--- src/rtl/progmem_arbiter.sv ---
// progmem_arbiter: arbitrates one single-port program memory between the CPU fetch
// port and a loader/debug port, with a boot hold phase and loader starvation relief.
`default_nettype none

module progmem_arbiter #(
  parameter int ADDR_W       = 16,
  parameter int DATA_W       = 16,
  parameter int STARVE_LIMIT = 4
) (
  input  logic              clk,
  input  logic              reset,
  input  logic              boot_release,
  input  logic              fetch_req,
  input  logic [ADDR_W-1:0] fetch_addr,
  output logic              fetch_gnt,
  output logic              fetch_rvalid,
  output logic [DATA_W-1:0] fetch_rdata,
  input  logic              ld_req,
  input  logic              ld_we,
  input  logic [ADDR_W-1:0] ld_addr,
  input  logic [DATA_W-1:0] ld_wdata,
  output logic              ld_gnt,
  output logic              ld_rvalid,
  output logic [DATA_W-1:0] ld_rdata,
  output logic [ADDR_W-1:0] mem_addr,
  output logic [DATA_W-1:0] mem_din,
  output logic              mem_we,
  input  logic [DATA_W-1:0] mem_dout,
  output logic              run
);

  typedef enum logic {
    HOLD = 1'b0,
    RUN  = 1'b1
  } state_t;

  typedef enum logic [1:0] {
    OWN_NONE  = 2'd0,
    OWN_FETCH = 2'd1,
    OWN_LD    = 2'd2
  } owner_t;

  localparam logic [3:0] LIMIT = 4'(STARVE_LIMIT);

  state_t     state;
  state_t     state_nxt;
  owner_t     owner;
  owner_t     owner_nxt;
  logic [3:0] starve;
  logic [3:0] starve_nxt;
  logic       starve_full;

  assign starve_full = (starve == LIMIT);

  always_ff @(posedge clk or posedge reset) begin
    if (reset) begin
      state  <= HOLD;
      owner  <= OWN_NONE;
      starve <= 4'd0;
    end else begin
      state  <= state_nxt;
      owner  <= owner_nxt;
      starve <= starve_nxt;
    end
  end

  // Grants are masked while reset is high so the memory never sees a write during reset.
  always_comb begin
    fetch_gnt  = 1'b0;
    ld_gnt     = 1'b0;
    state_nxt  = state;
    starve_nxt = starve;
    if (!reset) begin
      case (state)
        HOLD: begin
          ld_gnt     = ld_req;
          starve_nxt = 4'd0;
          if (boot_release) begin
            state_nxt = RUN;
          end
        end
        RUN: begin
          if (fetch_req && !(ld_req && starve_full)) begin
            fetch_gnt = 1'b1;
          end else begin
            ld_gnt = ld_req;
          end
          if (ld_req && !ld_gnt) begin
            starve_nxt = starve_full ? starve : starve + 4'd1;
          end else begin
            starve_nxt = 4'd0;
          end
        end
        default: begin
          state_nxt = HOLD;
        end
      endcase
    end
  end

  // Only reads earn a return slot; loader writes leave the owner tag empty.
  always_comb begin
    owner_nxt = OWN_NONE;
    if (fetch_gnt) begin
      owner_nxt = OWN_FETCH;
    end else if (ld_gnt && !ld_we) begin
      owner_nxt = OWN_LD;
    end
  end

  assign mem_addr = ld_gnt ? ld_addr : fetch_addr;
  assign mem_din  = ld_gnt ? ld_wdata : '0;
  assign mem_we   = ld_gnt & ld_we;

  assign fetch_rvalid = (owner == OWN_FETCH);
  assign ld_rvalid    = (owner == OWN_LD);
  assign fetch_rdata  = mem_dout;
  assign ld_rdata     = mem_dout;
  assign run          = (state == RUN);

endmodule

`default_nettype wire

--- config.mk ---
export PLATFORM = sky130hd
export DESIGN_NAME = progmem_arbiter
export DESIGN_NICKNAME = d
export VERILOG_FILES = /design/src/rtl/progmem_arbiter.sv
export SDC_FILE = /design/constraint.sdc
export NUM_CORES = 1
export LEC_CHECK = 0
export CAP_MARGIN = 20
export CORE_ASPECT_RATIO = 1.2
export CORE_MARGIN = 2
export CORE_UTILIZATION = 24
export CTS_BUF_LIST = sky130_fd_sc_hd__clkbuf_8
export DETAILED_ROUTE_END_ITERATION = 8
export PLACE_DENSITY = 0.89
export SLEW_MARGIN = 20
export SYNTH_ARGS = -nofsm -noshare
export SYNTH_HDL_FRONTEND = slang
export SYNTH_SLANG_ARGS = --single-unit
--- constraint.sdc ---
create_clock -name clk -period 2.46 [get_ports clk]
set_clock_uncertainty 0.15 [all_clocks]
set_input_delay 0.492 -clock clk [delete_from_list [all_inputs] [get_ports clk]]
set_output_delay 0.492 -clock clk [all_outputs]
set_load 0.1 [all_outputs]
Yosys cells after proc, flatten, opt, wreduce, memory -nomap -nowiden
Cells that the tools add are included.

Flip-flop bits (word level): 7. Input bits: 70. Output and inout port bits: 70. Logic and storage cells: 36.

Add/sub/neg operators: 1. Equality and inequality tests: 4. Muxes and demuxes: 17. Bitwise operators: 3. Reduce and logical (&&, ||, !) cells: 8.

Operators with widths (count): 2-to-1 mux 16 bit (2); 2-to-1 mux 1 bit (9); 2-to-1 mux 4 bit (2); one-hot mux 4 bit (2 select lines) (1); adder 4 x 1 -> 4 bit (second input constant) (1); == test 4 x 3 -> 1 bit (second input constant) (1); logical AND 1 bit (4); 2-to-1 mux 2 bit (2); zero test 1 bit (3); != test 3 bit (second input constant) (1); == test 2 x 1 -> 1 bit (second input constant) (1); == test 2 bit (second input constant) (1); inverter 1 bit (2); one-hot mux 1 bit (2 select lines) (1); AND reduction 2 bit (1); bitwise AND 1 bit (1).

Depth between registers and ports, before layout
Gate-level depths: netlist of the first run.

Depth after elaboration: 12. Gate-level depth with buffers: 7. Depth with buffers taken out: 6.

Least setup slack after synthesis of the first run
Ideal clock, no wire load.

Path kind: flip-flop to output port. From: register state (netlist: run). To: output fetch_gnt. Arrival: 3.533 ns. Required time: 1.818 ns. Slack: -1.715 ns. Stages on the path, launching flop included: 3. Path buffers: 0. Path through: dfrtp_1 > nand2_1 > a211oi_1.

Word-level cells in the longest chain between the ends: 2.

Ends and longest elaborated chain: start: declaration (RTL line 45) `state_t state;`; start signal: assignment (RTL line 61) `state <= state_nxt;`; 2-to-1 mux 1 bit (RTL line 74) `case (state)`; 2-to-1 mux 1 bit (RTL line 73) `if (!reset) begin`; end: declaration (RTL line 15) `output logic fetch_gnt,`.

No other way between the ends.

Worst setup path after layout of the first run
From: register starve[1]. To: output mem_addr[6].

Word-level cells in the longest chain between the ends: 10.

Ends and longest elaborated chain: start: declaration (RTL line 49) `logic [3:0] starve;`; start signal: assignment (RTL line 63) `starve <= starve_nxt;`; == test 4 x 3 -> 1 bit (RTL line 53) `assign starve_full = (starve == LIMIT);`; logical AND 1 bit (RTL line 83) `if (fetch_req && !(ld_req && starve_full)) begin`; zero test 1 bit (RTL line 83); logical AND 1 bit (RTL line 83); 2-to-1 mux 1 bit (RTL line 83); 2-to-1 mux 1 bit (RTL line 74); 2-to-1 mux 1 bit (RTL line 73); one-hot mux 1 bit (2 select lines) (RTL line 74); 2-to-1 mux 1 bit (RTL line 73); 2-to-1 mux 16 bit (RTL line 111) `assign mem_addr = ld_gnt ? ld_addr : fetch_addr;`; end: declaration (RTL line 25) `output logic [ADDR_W-1:0] mem_addr,`.

No other way between the ends. The select of a mux whose other input is x is not followed.

==> results of run 1 <==
flip-flops by register name (all words and copies together) (netlist names):
register and flops:
run 1, starve 4, owner 2
area by class of cell:
type,instances,area [um2]
Timing Repair Buffer,109,1430
Fill cell,276,1320
Multi-Input combinational cell,58,597
Sequential cell,7,179
Tap cell,52,65.1
Clock buffer,3,41.3
Inverter,5,26.3
Clock inverter,1,3.75
worst max-delay path: cells and delay by family (launching register included):
family,cells,cell delay (ps)
muxes,1,310
buffers and inverters,4,500
DFF,1,370
adders and majority gates,1,160
and+or+nand+nor,1,220
AOI/OAI and AO/OA,1,220
power groups by stage:
stage	sequential, mW	clock (mW)	combinational [mW]
final	0.122	0.153	0.570
after global routing	0.122	0.172	0.589
after CTS	0.122	0.158	0.568
after detailed placement	0.123	0	0.535
after global placement	0.123	0	0.528
after floorplan	0.123	0	0.532
Yosys cell counts (all sizes together):
| cell type | n |
|---|---|
| a211oi | 1 |
| a21o | 1 |
| a22o | 1 |
| a31oi | 1 |
| and2 | 17 |
| and3 | 1 |
| and3b | 1 |
| buf | 34 |
| dfrtp | 7 |
| ha | 2 |
| inv | 5 |
| mux2 | 16 |
| nand2 | 3 |
| nand2b | 1 |
| nand3 | 1 |
| nor2 | 1 |
| nor2b | 3 |
| nor3b | 1 |
| nor4 | 1 |
| o21ai | 4 |
| o32ai | 1 |
| or4 | 1 |
layer usage:
metal,routed length [um],vias up
met2,2030,63
met3,323,17
met4,113,0
li1,-,472
met1,984,450
met5,0,-
worst paths after layout:
check | depth (start not counted) | end
worst max register to register | 6 | starve[0]
min in group asynchronous | 3 | starve[2]
worst min register to register | 1 | run
worst max-delay path | 8 | mem_addr[6]
worst min-delay path | 1 | run
max in group asynchronous | 3 | run
what timing repair did:
action	CTS	global route
cloned	1	0
buffers inserted	7	2
setup endpoints to repair	34	34
endpoints found under the hold margin	0	0
pin swaps	4	0
gates resized for setup	35	1
cell families (layout without fill, tap and decap cells):
group           Yosys count  count (layout)  share of synthesized area (%)
fa+ha+maj                 2               2                           2.72
simple gates             31              31                           20.4
mux                      16              16                           19.6
buf+inv                  39             118                           30.6
flops                     7               7                           19.0
compound gates            9               9                           7.62
through the flow:
stage	setup WS [ps]	hold WS [ps]
after floorplan	-103	182
after global placement	-189	369
after detailed placement	-205	376
after CTS	-138	394
after global routing	-226	413
final	-180	390
==> results.cfg, run 1 <==
[status]
status = finished, violations left
violations = negative setup slack

[synthesis]
yosys_register_bits = 7
syn_nets = 176
synth_top_area_share_pct = 26.1
avgSynthCellArea_um2 = 8.84
ys_warn_count = 0
synth-seq-area-share_pct = 19.0
yosysTopAreaCell = buf_4
synth_area_leaders = buf_4 (26%), dfrtp_1 (19%), and2_1 (12%)
synthCells = 104
syn-cell-area_um2 = 920
synthDistinctLibCells = 26

[clock_tree]
htreeDepth = 1
clk_latency_ps = 220
postCtsHoldBufs = 0
cts.sinks = 7
clk_path_buf_depth = 2
cts_tree = built
numCtsBuffers = 3
clk_pin_slew_ps = 40
root_buffer = clkbuf_8

[pwr]
power.leakage_nw = 1.07
internal_power_uw = 484
peakVddDrop_v = 0.000280
power_density_mw_per_mm2 = 360
pwr-share-seq_pct = 14.4
switching_power_uw = 360
clockPowerShare_pct = 18.1
power_frac_comb_pct = 67.4
totalPowerFinal_uw = 845
netSwitchingFraction_pct = 42.6

[sta]
fmax_mhz = 379
finalSetupViolCount = 34
finalHoldViolations = 0
slew_headroom_pct = 74.7
period_share_pct = 107
fin_ws_ps = -180
final_max_slew_viol_count = 0
tightest_slew_ps = 379
final.setup.tns_ps = -3880
grt_setup_unrepaired = true
fin_crit_ps = 2640

[worst_setup_path]
r2r-start = starve[1]
worstPathRequired_ps = 1820
crit_path_cell_trace = inv_2 -> ha_4 -> and3b_2 -> o21ai_4 -> buf_12 -> buf_16 -> mux2_4 -> buf_12
critPathCaptureType = output port
reg2reg_slack_ps = 700
crit_path_top_delay_cell = dfrtp_1
arrival_ps = 2000
path_max_fanout = 5
path_common_cell = buf_12
startpoint = starve[1]
critical-path-max-stage-delay_ps = 370
critPathKind = flip-flop to output port
cp-start-kind = flip-flop

[die]
die_y_um = 71.8
core_mm2 = 0.00366
rows = 24
io_pins = 140
design.die.area_mm2 = 0.00435
die_w_um = 60.5
start_util_pct = 25.1

[route]
first_pass_iters = 4
routed_wl_mm = 3.45
postRouteAntennaNets = 0
route.detailed.drc = 0
vias = 1002
avgViaCountPerCell = 4.26
detail_route.wl_per_cell_um = 14.7
drt_iter0_markers = 16

[finish]
final_common_cell = clkdlybuf4s50_1
layout_common_cells = clkdlybuf4s50_1 (50), buf_12 (37), buf_4 (17)
syn_to_final_growth_pct = 155
stdcell_area_mm2 = 0.00235
num_antenna_cells = 0
fin_util_pct = 64.0
layout.nets = 256
stdcell_count = 235
drive_gt1_share_pct = 55.7

[global_routing]
groute.usage.overall_pct = 16.5
grt_pass1_wl_mm = 5.27
grt_util_met1_pct = 15.0
antenna_found_initial = 0
grt.overflow.total = 0
grt_util_met2_pct = 31.6
use_met3_pct = 5.23
busiest_layer = met2
grt_max_degree = 19
grt_pass1_vias = 1088

[job]
maxCapViolCount = 0

[worst_hold_path]
hold_start = run
min_path_type = flip-flop to flip-flop

[placed_design]
dp.cells = 221
placed_area_mm2 = 0.00212
hpwl_mm = 2.78
place_congestion = 0.754
io_buffers = 91
Note: power is estimated with default switching activity, not from simulation.
==> run 2, diff against run 1 <==
Settings changed: ABC_CLOCK_PERIOD_IN_PS set to 2460, CORE_MARGIN 2 to 5.
==> run 2 against run 1 <==
  * The run still ends with negative setup slack left
  * Wire length rose by 3.7%
  * Worst hold slack about the same
  * Worst setup slack improved by 55 ps
==> results.cfg, run 2 (synthesized netlist as in run 1, its figures left out) <==
[status]
status = finished, violations left
violations = negative setup slack

[global_routing]
grt_max_degree = 19
antenna_found_initial = 0
grt_pass1_wl_mm = 5.53
grt_pass1_vias = 1176
grt.overflow.total = 0
groute.usage.overall_pct = 13.7

[pwr]
power_density_mw_per_mm2 = 366
peakVddDrop_v = 0.000242
power.leakage_nw = 1.05

[die]
core_mm2 = 0.00366
start_util_pct = 25.1
io_pins = 140
rows = 24
die_w_um = 66.5
die_y_um = 77.8
design.die.area_mm2 = 0.00518

[clock_tree]
numCtsBuffers = 3
htreeDepth = 1
cts.sinks = 7
root_buffer = clkbuf_8
clk_path_buf_depth = 2
clk_pin_slew_ps = 40
clk_latency_ps = 230
cts_tree = built

[finish]
drive_gt1_share_pct = 55.0
syn_to_final_growth_pct = 150
regMostFlops = starve
num_antenna_cells = 0
final_common_cell = clkdlybuf4s50_1
stdcell_area_mm2 = 0.00230
layout_common_cells = clkdlybuf4s50_1 (50), buf_12 (38), and2_2 (16), mux2_4 (16), buf_4 (14)
largest_reg_flops = 4
layout.nets = 253
fillers = 270

[worst_setup_path]
crit_path_top_delay_cell = dfrtp_1
path_max_fanout = 7
worstPathRequired_ps = 1820
cp-start-kind = flip-flop
critPathCaptureType = output port
startpoint = starve[0]
critical-path-top-delay-family = buffers and inverters
crit_path_cell_trace = inv_2 -> ha_4 -> and3b_2 -> o21ai_4 -> buf_12 -> buf_12 -> mux2_4 -> buf_12
arrival_ps = 1940
critical-path-max-stage-delay_ps = 370
crit_buf_inv = 4
critPathKind = flip-flop to output port
r2r-start = starve[0]
path_common_cell = buf_12

[route]
vias = 998
postRouteAntennaNets = 0
route.detailed.drc = 0
avgViaCountPerCell = 4.30
routed_wl_mm = 3.58
first_pass_iters = 4
drt_iter0_markers = 23
detail_route.wl_per_cell_um = 15.4

[sta]
fin_crit_ps = 2590
finalHoldViolations = 0
finalSetupViolCount = 33
final_max_slew_viol_count = 0
final.setup.tns_ps = -2720
tightest_slew_ps = 370
slew_headroom_pct = 75.3
grt_setup_unrepaired = true
fmax_mhz = 387
period_share_pct = 105
hold_ws_ps = 391
fin_ws_ps = -125

[placed_design]
place_ws_ps = -221
hpwl_mm = 3.00
place_congestion = 0.723
io_buffers = 91
placed_area_mm2 = 0.00212

[worst_hold_path]
min_path_type = flip-flop to flip-flop
hold_start = run

[job]
maxCapViolCount = 0
run 2: through the flow:
step	instances	power (mW)	util, %
detailed placement	220	0.660	58.0
floorplan	104	0.655	-
finish	232	0.842	62.8
CTS	230	0.847	62.7
global placement	220	0.653	58.0
global route	232	0.875	62.8
run 2: power by group:
| group | internal [mW] | switching [mW] | leakage [nW] |
|---|---|---|---|
| Clock | 0.108 | 0.0514 | 0.0269 |
| Sequential | 0.119 | 0.00243 | 0.0906 |
| Combinational | 0.251 | 0.310 | 0.931 |
| Total | 0.478 | 0.364 | 1.05 |
run 2: layer usage:
metal | GRT usage [%] | up-vias | wire (um)
li1 | - | 465 | -
met1 | 13.5 | 445 | 1130
met2 | 26.3 | 74 | 2000
met3 | 3.76 | 14 | 374
met4 | 5.28 | 0 | 77
met5 | 0 | - | 0
run 2: repair_timing:
item / 4_1_cts / 5_1_grt
endpoints found under the hold margin: 0 / 0
setup endpoints to repair: 34 / 33
hold buffers: 0 / 0
setup buffers: 5 / 3
resized for setup: 20 / 5
pin swaps: 3 / 0
gates cloned: 1 / 0
run 2: area by class of cell:
type,count,area (um2),area share [%]
multi-input cells,58,582,25.3
clock inverters,1,3.75,0.163
clock buffers,3,41.3,1.79
well taps,52,65.1,2.83
flip-flops and latches,7,179,7.78
repair buffers,106,1400,61.0
inverters,5,26.3,1.14
run 2: final timing paths:
kind / to / slack [ps] / depth (start not counted)
min in group asynchronous: starve[2] / 440 / 3
min: run / 390 / 1
max: mem_addr[2] / -130 / 8
max reg2reg: starve[0] / 720 / 6
min reg2reg: run / 390 / 1
max in group asynchronous: run / 1420 / 3
run 2: worst reg2reg max path: stages, from the launching register on:
cell,delay [ps]
dfrtp_1,370
inv_2,70
ha_4,150
and3b_2,220
buf_4,150
or4_1,460
o21ai_0,90
==> run 3, diff against run 2 <==
Settings changed: CORE_MARGIN 5 to not set, PLACE_DENSITY 0.89 to not set, PLACE_DENSITY_LB_ADDON set to 0.25.
==> run 3 against run 2 <==
  * The flow still finishes with violations (negative setup slack)
  * Via count rose by 1.8%
  * Wire length rose by 4.1%
  * Clock power about the same
  * Critical path depth did not move
  * Critical path type unchanged
  * Critical endpoint is now mem_addr[4]
  * Largest cell class unchanged
  * Largest power group unchanged
==> results.cfg, run 3 (synthesized netlist as in run 1, its figures left out) <==
[placed_design]
io_buffers = 91
place_ws_ps = -173
dp.cells = 221
placed_area_mm2 = 0.00212
hpwl_mm = 3.00
place_congestion = 0.715

[finish]
num_antenna_cells = 0
stdcell_count = 235
layout.nets = 256
final_common_cell = clkdlybuf4s50_1
stdcell_area_mm2 = 0.00233
layout_common_cells = clkdlybuf4s50_1 (50), buf_12 (38), buf_4 (17)
regMostFlops = starve
syn_to_final_growth_pct = 153
largest_reg_flops = 4
fin_util_pct = 63.5
drive_gt1_share_pct = 56.3

[pwr]
totalPowerFinal_uw = 850
power.leakage_nw = 1.06
switching_power_uw = 366
clockPowerShare_pct = 18.8
power_density_mw_per_mm2 = 365
peakVddDrop_v = 0.000425
pwr-share-seq_pct = 14.3
internal_power_uw = 484
netSwitchingFraction_pct = 43.0
power_frac_comb_pct = 66.9

[die]
design.die.area_mm2 = 0.00408
start_util_pct = 25.1
io_pins = 140
die_w_um = 58.5
die_y_um = 69.8
core_mm2 = 0.00366
rows = 24

[sta]
slew_headroom_pct = 74.7
hold_ws_ps = 394
fin_crit_ps = 2570
finalSetupViolCount = 16
tightest_slew_ps = 379
final.setup.tns_ps = -1640
finalHoldViolations = 0
fin_ws_ps = -110
final_max_slew_viol_count = 0
fmax_mhz = 389
period_share_pct = 104
grt_setup_unrepaired = true

[global_routing]
grt_pass1_wl_mm = 5.48
grt_pass1_vias = 1044
grt.overflow.total = 0
groute.usage.overall_pct = 17.9
grt_max_degree = 19
antenna_found_initial = 0

[worst_setup_path]
crit_path_top_delay_cell = dfrtp_1
critical-path-top-delay-family = buffers and inverters
critical-path-max-stage-delay_ps = 360
path_common_cell = buf_12
path_max_fanout = 6
crit_path_cell_trace = inv_2 -> ha_4 -> and3b_2 -> o21ai_4 -> buf_12 -> buf_12 -> mux2_4 -> buf_12
worstPathRequired_ps = 1820
critPathKind = flip-flop to output port
critPathCaptureType = output port
arrival_ps = 1930
cp-start-kind = flip-flop
crit_buf_inv = 4

[worst_hold_path]
min_path_type = flip-flop to flip-flop

[job]
maxCapViolCount = 0

[clock_tree]
cts.sinks = 7
clk_path_buf_depth = 2
cts_tree = built
clk_pin_slew_ps = 40
postCtsHoldBufs = 0
numCtsBuffers = 3
root_buffer = clkbuf_8
htreeDepth = 1
clk_latency_ps = 230

[route]
drt_iter0_markers = 24
vias = 1016
avgViaCountPerCell = 4.32
routed_wl_mm = 3.72
route.detailed.drc = 0
first_pass_iters = 4
postRouteAntennaNets = 0
detail_route.wl_per_cell_um = 15.8

[status]
violations = negative setup slack
status = finished, violations left
-- run 3: changes by cell type in the layout (fill, tap and decap cells not counted), sizes merged --
| cell | previous run | this run |
|---|---|---|
| buf | 53 | 56 |
| clkinv | 0 | 1 |
| inv | 6 | 5 |
-- run 3: area by class of cell --
type	count	area (um2)
Timing Repair Buffer	109	1430
Sequential cell	7	179
Inverter	5	23.8
Clock inverter	1	5.00
Fill cell	295	1340
Clock buffer	3	41.3
Multi-Input combinational cell	58	583
Tap cell	52	65.1
-- run 3: path summary, 6_finish.rpt --
path / startpoint / end / slack, ps / cells past startpoint
worst min-delay path: run / run / 390 / 1
worst max-delay path: starve[1] / mem_addr[4] / -110 / 8
worst max register to register: starve[1] / starve[0] / 600 / 7
max in group asynchronous: reset / run / 1410 / 3
min in group asynchronous: reset / starve[1] / 450 / 3
worst min register to register: run / run / 390 / 1
-- run 3: worst register-to-register path, delay by kind of cell (launching register included) --
| kind | cells | cell delay (ps) |
|---|---|---|
| fa+ha+maj | 1 | 150 |
| compound gates | 1 | 100 |
| flops | 1 | 360 |
| buf+inv | 3 | 330 |
| simple gates | 2 | 670 |
-- run 3: power by group through the flow --
| stage | Clock (mW) | Combinational, mW | Sequential [mW] |
|---|---|---|---|
| 6_report | 0.160 | 0.568 | 0.122 |
| 3_3_place_gp | 0 | 0.531 | 0.123 |
| 3_5_place_dp | 0 | 0.536 | 0.123 |
| 4_1_cts | 0.166 | 0.566 | 0.121 |
| 5_1_grt | 0.172 | 0.585 | 0.122 |
| 2_1_floorplan | 0 | 0.532 | 0.123 |
-- run 3: metal layers --
metal  wire (um)  track usage (%)
met4          10             2.91
met3         396             5.22
met1        1400             21.3
met5           0                0
met2        1920             31.7
-- run 3: timing repair --
action	CTS	global route
pin swaps	3	1
setup endpoints to repair	34	35
setup buffers	7	3
gates resized for setup	22	4
cloned	1	0
